`config.mk`:
```
export PLATFORM = sky130hd
export DESIGN_NAME = vend_credit_ctrl
export DESIGN_NICKNAME = d
export VERILOG_FILES = /design/src/rtl/vend_pkg.sv /design/src/rtl/vend_credit_ctrl_digit_split.sv /design/src/rtl/vend_credit_ctrl.sv
export SDC_FILE = /design/constraint.sdc
export NUM_CORES = 1
export LEC_CHECK = 0
export CORE_MARGIN = 3
export CORE_UTILIZATION = 45
export CTS_CLUSTER_DIAMETER = 50
export DETAILED_ROUTE_END_ITERATION = 12
export GPL_TIMING_DRIVEN = 0
export PLACE_DENSITY_LB_ADDON = 0.15
export SETUP_SLACK_MARGIN = 0.15
export SYNTH_ARGS = -nofsm -noshare
export SYNTH_HDL_FRONTEND = slang
export SYNTH_SLANG_ARGS = --single-unit
export TNS_END_PERCENT = 100
```
`constraint.sdc`:
```
create_clock -name clk -period 4.66 [get_ports clk]
set_clock_uncertainty 0.2 [all_clocks]
set_input_delay 0.699 -clock clk [delete_from_list [all_inputs] [get_ports clk]]
set_output_delay 0.699 -clock clk [all_outputs]
set_load 0.03 [all_outputs]
```
`src/rtl/vend_pkg.sv`:
```
// vend_pkg: shared state, coin codes and coin value helper for the credit controller
package vend_pkg;
  typedef enum logic [1:0] {IDLE, VEND, CHANGE} state_t;
  localparam logic [1:0] COIN_NICKEL  = 2'b00;
  localparam logic [1:0] COIN_DIME    = 2'b01;
  localparam logic [1:0] COIN_QUARTER = 2'b10;
  localparam logic [1:0] COIN_SLUG    = 2'b11;
  localparam logic [3:0] BLANK = 4'hA;
  function automatic logic [7:0] coin_value(input logic [1:0] code);
    return code == COIN_NICKEL  ? 8'd5  :
           code == COIN_DIME    ? 8'd10 :
           code == COIN_QUARTER ? 8'd25 : 8'd0;
  endfunction
endpackage

```
`src/rtl/vend_credit_ctrl_digit_split.sv`:
```
// digit_split: sequential divide-by-10 that turns credit into two display digits
module digit_split
  import vend_pkg::*;
(
  input  logic       clk,
  input  logic       reset,
  input  logic [7:0] i_value,
  output logic [3:0] o_d1,
  output logic [3:0] o_d0,
  output logic       o_busy
);
  logic [7:0] r_last, r_work;
  logic [3:0] r_tens, r_d1, r_d0;
  logic       r_busy;
  always_ff @(posedge clk or posedge reset) begin
    if (reset) begin
      r_last <= 8'd0;
      r_work <= 8'd0;
      r_tens <= 4'd0;
      r_busy <= 1'b0;
      r_d1   <= BLANK;
      r_d0   <= BLANK;
    end else if (i_value != r_last) begin
      r_last <= i_value;
      r_work <= i_value;
      r_tens <= 4'd0;
      r_busy <= 1'b1;
    end else if (r_busy) begin
      if (r_work >= 8'd10) begin
        r_work <= r_work - 8'd10;
        r_tens <= r_tens + 4'd1;
      end else begin
        r_busy <= 1'b0;
        r_d1   <= r_tens == 4'd0 ? BLANK : r_tens;
        r_d0   <= r_work[3:0];
      end
    end
  end
  assign o_d1   = r_d1;
  assign o_d0   = r_d0;
  assign o_busy = r_busy;
endmodule

```
`src/rtl/vend_credit_ctrl.sv`:
```
// vend_credit_ctrl: coin credit, purchase and one-coin-at-a-time change payout
module vend_credit_ctrl
  import vend_pkg::*;
#(
  parameter int MAX_CREDIT = 75
) (
  input  logic       clk,
  input  logic       reset,
  input  logic       i_coin_valid,
  input  logic [1:0] i_coin_type,
  output logic       o_coin_accept,
  output logic       o_coin_reject,
  input  logic       i_buy,
  input  logic [7:0] i_price,
  input  logic       i_cancel,
  output logic       o_vend,
  output logic       o_short_funds,
  output logic       o_change_valid,
  output logic [1:0] o_change_coin,
  input  logic       i_change_ready,
  output logic [7:0] o_credit,
  output logic [3:0] o_d1,
  output logic [3:0] o_d0,
  output logic       o_disp_busy
);
  state_t     r_state, w_next;
  logic [7:0] r_credit, w_credit;
  logic [8:0] w_sum;
  logic [1:0] r_change_coin, w_coin;
  logic       r_coin_accept, r_coin_reject, r_short_funds, r_vend, r_change_valid;
  logic       w_acc, w_rej, w_sf;
  assign w_sum  = {1'b0, r_credit} + {1'b0, coin_value(i_coin_type)};
  assign w_coin = w_credit >= 8'd25 ? COIN_QUARTER : w_credit >= 8'd10 ? COIN_DIME : COIN_NICKEL;
  always_comb begin
    w_next   = r_state;
    w_credit = r_credit;
    w_acc    = 1'b0;
    w_rej    = 1'b0;
    w_sf     = 1'b0;
    if (r_state == IDLE) begin
      if (i_cancel && r_credit != 8'd0) begin
        w_next = CHANGE;
        w_rej  = i_coin_valid;
      end else if (i_buy) begin
        w_rej = i_coin_valid;
        if (i_price != 8'd0 && {1'b0, r_credit} >= {1'b0, i_price}) begin
          w_credit = r_credit - i_price;
          w_next   = VEND;
        end else
          w_sf = 1'b1;
      end else if (i_coin_valid) begin
        if (i_coin_type != COIN_SLUG && w_sum <= 9'(MAX_CREDIT)) begin
          w_acc    = 1'b1;
          w_credit = w_sum[7:0];
        end else
          w_rej = 1'b1;
      end
    end else begin
      // busy paying out or vending: every coin goes straight back
      w_rej = i_coin_valid;
      if (r_state == VEND)
        w_next = r_credit != 8'd0 ? CHANGE : IDLE;
      else if (r_change_valid && i_change_ready) begin
        w_credit = r_credit - coin_value(r_change_coin);
        w_next   = w_credit == 8'd0 ? IDLE : CHANGE;
      end
    end
  end
  always_ff @(posedge clk or posedge reset) begin
    if (reset) begin
      r_state        <= IDLE;
      r_credit       <= 8'd0;
      r_coin_accept  <= 1'b0;
      r_coin_reject  <= 1'b0;
      r_short_funds  <= 1'b0;
      r_vend         <= 1'b0;
      r_change_valid <= 1'b0;
      r_change_coin  <= COIN_NICKEL;
    end else begin
      r_state        <= w_next;
      r_credit       <= w_credit;
      r_coin_accept  <= w_acc;
      r_coin_reject  <= w_rej;
      r_short_funds  <= w_sf;
      r_vend         <= w_next == VEND;
      r_change_valid <= w_next == CHANGE;
      r_change_coin  <= w_coin;
    end
  end
  digit_split u_split (
    .clk    (clk),
    .reset  (reset),
    .i_value(r_credit),
    .o_d1   (o_d1),
    .o_d0   (o_d0),
    .o_busy (o_disp_busy)
  );
  assign o_coin_accept  = r_coin_accept;
  assign o_coin_reject  = r_coin_reject;
  assign o_short_funds  = r_short_funds;
  assign o_vend         = r_vend;
  assign o_change_valid = r_change_valid;
  assign o_change_coin  = r_change_coin;
  assign o_credit       = r_credit;
endmodule

```
Word level (Yosys, flattened, before mapping):

Index checks and enable logic that the tools add are counted.

* bits in registers: 46
* bits of input ports: 16
* output and inout bits: 24
* logic and storage cells: 98

* $add $sub $neg: 5
* order comparisons: 5
* eq/ne operators: 9
* mux-type cells: 48
* bitwise logic cells: 2
* reduce and logical (&&, ||, !) cells: 15

Operators with widths (number)
* 8-bit 2-to-1 mux: 11
* 5-bit 2-to-1 mux: 6
* 1-bit 2-to-1 mux: 18
* 2-bit 2-to-1 mux: 9
* 8-bit by 4-bit >= comparator with 1-bit output (second input constant): 2
* 4-bit 2-to-1 mux: 4
* 8-bit nonzero test: 2
* 8-bit by 5-bit adder with 9-bit output: 1
* 9-bit by 7-bit less-or-equal comparator with 1-bit output (second input constant): 1
* 2-bit by 1-bit equality test with 1-bit output (second input constant): 4
* 8-bit by 5-bit >= comparator with 1-bit output (second input constant): 1
* 8-bit >= comparator: 1
* 8-bit zero test: 1
* 8-bit != test: 1
* 8-bit by 4-bit subtractor with 8-bit output (second input constant): 1
* 8-bit by 5-bit subtractor with 8-bit output: 1
* 8-bit subtractor: 1
* 2-bit equality test (second input constant): 3
* 2-bit zero test: 3
* 4-bit by 1-bit adder with 4-bit output (second input constant): 1
* 1-bit logical AND: 4
* 4-bit zero test: 1
* 2-bit nonzero test: 2
* 3-bit AND reduction: 1
* 3 further kinds: 4

Logic depth before layout (Yosys ltp):

* depth in word-level cells: 15
* gate-level depth with buffers: 13

By module:

From an unflattened synthesis, not the netlist that was laid out.

* cells, all modules: 374
* area total of the unflattened synthesis: 3500.9 um^2

Modules (own cells, without submodules)
* vend_credit_ctrl: times used 1, cells an instance 258, area each 2100.8 um^2, sequential area each 425.4 um^2
* digit_split: times used 1, cells an instance 116, area each 1400.1 um^2, sequential area each 730.7 um^2

Worst setup path before layout:

Ideal clock, no wire load.

* path kind: in2reg
* from: in i_coin_type[0]
* to: reg r_change_coin[1], in the netlist o_change_coin[1]
* setup time: 124 ps
* data arrival time: 3417 ps
* data required time: 4336 ps
* path slack: 919 ps
* stages on the path: 12
* buffers on the path: 0
* cell sequence: inv_1 > ha_1 > ha_1 > or2_2 > o22a_1 > xnor2_1 > o311a_4 > o31ai_4 > a31oi_1 > o22a_1 > or3_1 > or2_1

* longest elaborated chain between the ends: 14
* elaborated cells between the ends (all ways): 17
* classes of those cells: add/sub: 1; order compare: 2; eq/ne: 3; mux: 9; reduce/logical: 2

Ends and longest elaborated chain
* start, declared: line vend_credit_ctrl.sv:10 `input logic [1:0] i_coin_type,`
* 2-bit equality test: line vend_pkg.sv:12 `code == COIN_QUARTER ? 8'd25 : 8'd0;`
* 5-bit 2-to-1 mux: line vend_pkg.sv:12
* 5-bit 2-to-1 mux: line vend_pkg.sv:11 `code == COIN_DIME ? 8'd10 :`
* 5-bit 2-to-1 mux: line vend_pkg.sv:10 `return code == COIN_NICKEL ? 8'd5 :`
* 8-bit by 5-bit adder with 9-bit output: line vend_credit_ctrl.sv:32 `assign w_sum = {1'b0, r_credit} + {1'b0, coin_value(i_coin_type)};`
* 9-bit by 7-bit less-or-equal comparator with 1-bit output: line vend_credit_ctrl.sv:52 `if (i_coin_type != COIN_SLUG && w_sum <= 9'(MAX_CREDIT)) begin`
* 1-bit logical AND: line vend_credit_ctrl.sv:52
* 8-bit 2-to-1 mux *: line vend_credit_ctrl.sv:52
* 8-bit 2-to-1 mux *: line vend_credit_ctrl.sv:51 `end else if (i_coin_valid) begin`
* 8-bit 2-to-1 mux *: line vend_credit_ctrl.sv:44 `end else if (i_buy) begin`
* 8-bit 2-to-1 mux *: line vend_credit_ctrl.sv:41 `if (i_cancel && r_credit != 8'd0) begin`
* 8-bit 2-to-1 mux *: line vend_credit_ctrl.sv:40 `if (r_state == IDLE) begin`
* named net w_credit[6]: line vend_credit_ctrl.sv:27 `logic [7:0] r_credit, w_credit;`
* 8-bit by 5-bit >= comparator with 1-bit output *: line vend_credit_ctrl.sv:33 `assign w_coin = w_credit >= 8'd25 ? COIN_QUARTER : w_credit >= 8'd10 ? COIN_DIME : COIN_NICKEL;`
* 2-bit 2-to-1 mux *: line vend_credit_ctrl.sv:33
* named net w_coin[1]: line vend_credit_ctrl.sv:29 `logic [1:0] r_change_coin, w_coin;`
* end signal, assigned: line vend_credit_ctrl.sv:87 `r_change_coin <= w_coin;`
* end, declared: line vend_credit_ctrl.sv:29

Mark *: on every way through the listed nets, which the timed path passes. The rest lies on a longest branch.
A chain may end at the register's enable or synchronous reset.

Worst setup path after layout:

Ends and elaborated chain as after synthesis.

==> flow_results.xml <==
<?xml version="1.0" encoding="UTF-8"?>
<metrics>
  <group name="sta">
    <metric name="timing.final.max_slew_violations" unit="">0</metric>
    <metric name="hold_fails_final_rpt" unit="">0</metric>
    <metric name="layout_min_cycle_time" unit="ns">4.40</metric>
    <metric name="report.final.setup_viol" unit="">0</metric>
    <metric name="max_slew.worst_pin.slew" unit="ns">0.649</metric>
    <metric name="max_freq" unit="MHz">227</metric>
    <metric name="slew_headroom" unit="%">56.7</metric>
    <metric name="setup_repair_after_global_routing_missed_its_margin" unit="">false</metric>
    <metric name="finalCritPeriodShare" unit="%">94.5</metric>
  </group>
  <group name="clock_network">
    <metric name="ctsHtreeMaxLevel" unit="">2</metric>
    <metric name="clk_transition_reported_paths" unit="ns">0.11</metric>
    <metric name="clockRootBuffer" unit="">sky130_fd_sc_hd__clkbuf_8</metric>
    <metric name="worstSkewPairLatency" unit="ns">0.32</metric>
    <metric name="cts_made_buffers" unit="">5</metric>
    <metric name="tritoncts_num_sinks" unit="">46</metric>
    <metric name="post_cts_buffers" unit="">0</metric>
    <metric name="clock_tree_from_tritoncts" unit="">built</metric>
    <metric name="ctsHoldBuffers" unit="">0</metric>
    <metric name="max-clock-path-buffers" unit="">2</metric>
  </group>
  <group name="worst_setup_path">
    <metric name="timing.rr.start" unit="">o_credit[1]$_DFF_PP0_</metric>
    <metric name="regToRegSetupSlack" unit="ns">0.51</metric>
    <metric name="largest_driver_fanout_on_the_critical_path" unit="">6</metric>
    <metric name="criticalPathCategory" unit="">input port to flip-flop</metric>
    <metric name="reg2reg_depth" unit="">11</metric>
    <metric name="element_type_at_the_critical_path_start" unit="">input port</metric>
    <metric name="r2r_end" unit="">o_change_coin[1]$_DFF_PP0_</metric>
    <metric name="worst_ep_arrival_time" unit="ns">4.40</metric>
    <metric name="req_time_crit_path" unit="ns">4.66</metric>
    <metric name="cp-end-kind" unit="">flip-flop</metric>
  </group>
  <group name="placed_design">
    <metric name="gpl.final_weighted_congestion" unit="">0.934</metric>
    <metric name="post-dp-hpwl" unit="um">6550</metric>
    <metric name="placed_cells" unit="">507</metric>
    <metric name="number_of_port_buffers" unit="">39</metric>
  </group>
  <group name="job">
    <metric name="maxCapViolations" unit="">0</metric>
  </group>
  <group name="yosys">
    <metric name="avgSynthCellArea" unit="um^2">9.13</metric>
    <metric name="synth-edff-count" unit="">0</metric>
    <metric name="synth-seq-area-share" unit="%">34.1</metric>
    <metric name="ys_ff_latch" unit="">46</metric>
    <metric name="yosys_warnings" unit="">0</metric>
    <metric name="synth_async_sr_flop_share" unit="%">100</metric>
    <metric name="post_synth_inst_count" unit="">371</metric>
    <metric name="netlist-cell-type-count" unit="">62</metric>
    <metric name="synth-main-ff-cell" unit="">sky130_fd_sc_hd__dfrtp_1</metric>
    <metric name="syn-num-nets" unit="">418</metric>
    <metric name="synth_area" unit="um^2">3390</metric>
  </group>
  <group name="power_and_ir_drop">
    <metric name="peakVddDrop" unit="uV">272</metric>
    <metric name="power.density_cell_area" unit="nW/um^2">650</metric>
    <metric name="power.internal" unit="uW">1380</metric>
    <metric name="p_leak" unit="uW">0.00175</metric>
    <metric name="share_seq_of_total_power" unit="%">26.6</metric>
    <metric name="power.switching_fraction" unit="%">47.6</metric>
    <metric name="p_switching" unit="uW">1250</metric>
    <metric name="comb_power_share" unit="%">61.5</metric>
    <metric name="clock_power_share" unit="%">12.0</metric>
  </group>
  <group name="detailed_routing">
    <metric name="final_antenna_net_count" unit="">0</metric>
    <metric name="drt_iter0_markers" unit="">203</metric>
    <metric name="routed_wl" unit="um">8720</metric>
    <metric name="dr_total_vias" unit="">2929</metric>
    <metric name="route.detailed.wl_per_inst" unit="um">16.9</metric>
    <metric name="drt_pre_antenna_iters" unit="">7</metric>
    <metric name="detail_route.vias_per_cell" unit="">5.69</metric>
    <metric name="remaining_drc_errors" unit="">0</metric>
  </group>
  <group name="grt">
    <metric name="grtUsageTotal" unit="%">21.4</metric>
    <metric name="grt_start_max_net_pins" unit="">27</metric>
    <metric name="grt_first_pass_wirelength" unit="um">14500</metric>
    <metric name="grt_antenna_before_repair" unit="">0</metric>
    <metric name="globalRouteOverflowTotal" unit="">0</metric>
    <metric name="first_global_vias" unit="">2880</metric>
  </group>
  <group name="final_layout">
    <metric name="antenna_cells" unit="">0</metric>
    <metric name="post_route_cells_drive_above_1_share" unit="%">8.83</metric>
    <metric name="layout.core_utilization" unit="%">57.3</metric>
    <metric name="fill_cell_instance_count_of_the_final_layout" unit="">674</metric>
    <metric name="signed_area_change_from_the_synthesized_netlist_to_the_final_layout" unit="%">19.4</metric>
    <metric name="finalNetCount" unit="">465</metric>
    <metric name="final-instance-count-excl-fill" unit="">515</metric>
  </group>
  <group name="die">
    <metric name="num_rows" unit="">30</metric>
    <metric name="die_h" unit="um">92.8</metric>
    <metric name="fp.dieW" unit="um">92.8</metric>
    <metric name="io_pins" unit="">40</metric>
    <metric name="core_area" unit="um^2">7060</metric>
    <metric name="initial_standard_cell_utilization_of_the_core" unit="%">48.0</metric>
    <metric name="die_footprint" unit="um^2">8600</metric>
  </group>
  <group name="hold_path">
    <metric name="hp-class" unit="">flip-flop to flip-flop</metric>
    <metric name="worstHoldStart" unit="">u_split.o_d1[2]$_DFFE_PP0P_</metric>
    <metric name="hold_depth" unit="">1</metric>
    <metric name="hold_end" unit="">u_split.o_d1[2]$_DFFE_PP0P_</metric>
  </group>
  <group name="status">
    <metric name="run_status" unit="">finished clean</metric>
  </group>
</metrics>
how the worst max path moves through the flow:
stage | start | end | cells past startpoint
after floorplan | i_coin_type[0] | o_change_coin[1]$_DFF_PP0_ | 12
after global placement | i_coin_type[0] | o_change_coin[0]$_DFF_PP0_ | 13
after detailed placement | i_coin_type[0] | o_change_coin[0]$_DFF_PP0_ | 13
after CTS | i_coin_type[0] | o_change_coin[0]$_DFF_PP0_ | 13
after global routing | i_coin_type[0] | o_change_coin[1]$_DFF_PP0_ | 13
final | i_coin_type[0] | o_change_coin[1]$_DFF_PP0_ | 13
cells by family (layout without fill, tap and decap cells):
kind of cell    Yosys count  in the layout  synth area share (%)
buf+inv                  50             98                  5.54
compound gates           87             87                  19.0
fa+ha+maj                31             31                  12.1
flops                    46             46                  34.1
simple gates            116            116                  17.7
mux                      14             14                  4.47
xor+xnor                 27             27                  6.98
worst max-delay path, stage by stage:
cell and delay (ns):
sky130_fd_sc_hd__clkdlybuf4s50_1 0.51, sky130_fd_sc_hd__inv_1 0.09, sky130_fd_sc_hd__ha_1 0.30, sky130_fd_sc_hd__ha_1 0.26, sky130_fd_sc_hd__or2_2 0.32, sky130_fd_sc_hd__o22a_1 0.18
sky130_fd_sc_hd__xnor2_1 0.20, sky130_fd_sc_hd__o311a_4 0.41, sky130_fd_sc_hd__o31ai_4 0.36, sky130_fd_sc_hd__a31oi_1 0.13, sky130_fd_sc_hd__o22a_1 0.20, sky130_fd_sc_hd__or3_1 0.43
sky130_fd_sc_hd__or2_1 0.30
through the flow:
| stage | cell area, um^2 | power (uW) | TNS [ns] | hold WS [ns] | setup WS (ns) |
|---|---|---|---|---|---|
| 3_5_place_dp | 3920 | 2290 | -0.0170 | 0.299 | -0.0170 |
| 5_1_grt | 4040 | 2840 | 0 | 0.347 | 0.153 |
| 2_1_floorplan | 3390 | 1830 | 0 | 0.244 | 0.919 |
| 3_3_place_gp | 3900 | 2260 | 0 | 0.273 | 0.00589 |
| 6_report | 4040 | 2630 | 0 | 0.313 | 0.258 |
| 4_1_cts | 4030 | 2620 | 0 | 0.319 | 0.294 |
repair_timing:
action	CTS	global route
endpoints found under the hold margin	0	0
gates resized for setup	0	2
endpoints found under the setup margin	0	2
cell usage after synthesis, types with 2 or more instances:
cell type	count	share of area (%)
sky130_fd_sc_hd__mux2i_1	5	1.5
sky130_fd_sc_hd__nand4_1	7	1.3
sky130_fd_sc_hd__a21oi_1	22	3.3
sky130_fd_sc_hd__nor4b_1	3	0.78
sky130_fd_sc_hd__nor2_1	27	3.0
sky130_fd_sc_hd__o211ai_1	4	0.89
sky130_fd_sc_hd__nor4_1	2	0.37
sky130_fd_sc_hd__a211oi_1	3	0.66
sky130_fd_sc_hd__nor3_1	12	1.8
sky130_fd_sc_hd__o2111ai_1	2	0.52
sky130_fd_sc_hd__o21ai_0	14	2.1
sky130_fd_sc_hd__a31o_2	2	0.52
sky130_fd_sc_hd__dfstp_2	4	3.1
sky130_fd_sc_hd__o22a_1	2	0.52
sky130_fd_sc_hd__inv_1	34	3.8
sky130_fd_sc_hd__or4_1	4	0.89
sky130_fd_sc_hd__nand2_1	26	2.9
sky130_fd_sc_hd__o21a_1	5	1.1
sky130_fd_sc_hd__nor2b_1	5	0.92
sky130_fd_sc_hd__nor3b_1	2	0.44
sky130_fd_sc_hd__o311ai_1	2	0.52
sky130_fd_sc_hd__fa_1	3	1.8
sky130_fd_sc_hd__nand2b_1	7	1.3
sky130_fd_sc_hd__dfrtp_1	42	31
sky130_fd_sc_hd__nand3b_1	3	0.66
sky130_fd_sc_hd__or2_2	3	0.55
sky130_fd_sc_hd__and2_1	2	0.37
sky130_fd_sc_hd__nand3_1	6	0.89
sky130_fd_sc_hd__mux2_2	9	3.0
sky130_fd_sc_hd__a31oi_1	5	0.92
sky130_fd_sc_hd__clkbuf_1	16	1.8
sky130_fd_sc_hd__xnor2_1	19	4.9
sky130_fd_sc_hd__a21boi_0	3	0.66
sky130_fd_sc_hd__a21o_1	4	0.89
sky130_fd_sc_hd__xor2_1	8	2.1
sky130_fd_sc_hd__ha_1	28	10
placed cells by master, fill, tap and decap left out, drive strengths merged, types with 2 or more instances in the layout:
master	count
nor3	12
nand4	7
o21ai	15
mux2	9
or4	4
nor4	2
a21boi	3
nand3b	3
or2	4
o211ai	4
a21oi	22
clkbuf	21
and2	2
xor2	8
mux2i	5
a2111oi	2
nand2	26
a21o	4
o21a	5
a211oi	3
nand2b	7
dfrtp	42
dfstp	4
a31oi	5
o2111ai	2
a31o	2
xnor2	19
nor2	27
fa	3
inv	36
nor3b	2
clkdlybuf4s50	39
o31ai	2
nor2b	5
o22a	2
nand3	6
nor4b	3
ha	28
o311ai	3
power by group through the flow:
| stage | combinational [uW] | clock (uW) | sequential [uW] |
|---|---|---|---|
| floorplan | 1090 | 0 | 741 |
| global placement | 1560 | 0 | 702 |
| detailed placement | 1580 | 0 | 707 |
| CTS | 1600 | 324 | 698 |
| global route | 1780 | 335 | 720 |
| finish | 1610 | 315 | 698 |
layout make-up:
type | count | area, um^2 | share of cell area (%)
clock buffer | 5 | 68.8 | 1.70
inverter | 34 | 128 | 3.16
clock inverter | 3 | 47.5 | 1.18
sequential | 46 | 1160 | 28.6
multi-input combinational | 275 | 2050 | 50.8
buffer | 16 | 60.1 | 1.49
tap | 96 | 120 | 2.97
timing repair buffer | 40 | 410 | 10.1
sequential cells by signal, summed over array words and instances, names as in the netlist:
register and count:
o_change_valid 1, u_split.o_d1 4, u_split.o_d0 4, u_split.r_tens 4
u_split.o_busy 1, u_split.r_work 8, u_split.r_last 8, o_coin_accept 1
o_coin_reject 1, o_short_funds 1, o_credit 8, r_state 2
o_change_coin 2, o_vend 1
metal layers:
| metal | vias to the layer above | share of wire, % | track usage [%] |
|---|---|---|---|
| li1 | 1413 | - | - |
| met1 | 1405 | 48 | 31.0 |
| met2 | 90 | 45 | 34.0 |
| met3 | 21 | 5.4 | 2.44 |
| met4 | 0 | 2.2 | 5.74 |
| met5 | - | 0 | 0 |
No activity file was read; power rests on OpenSTA's default activity.
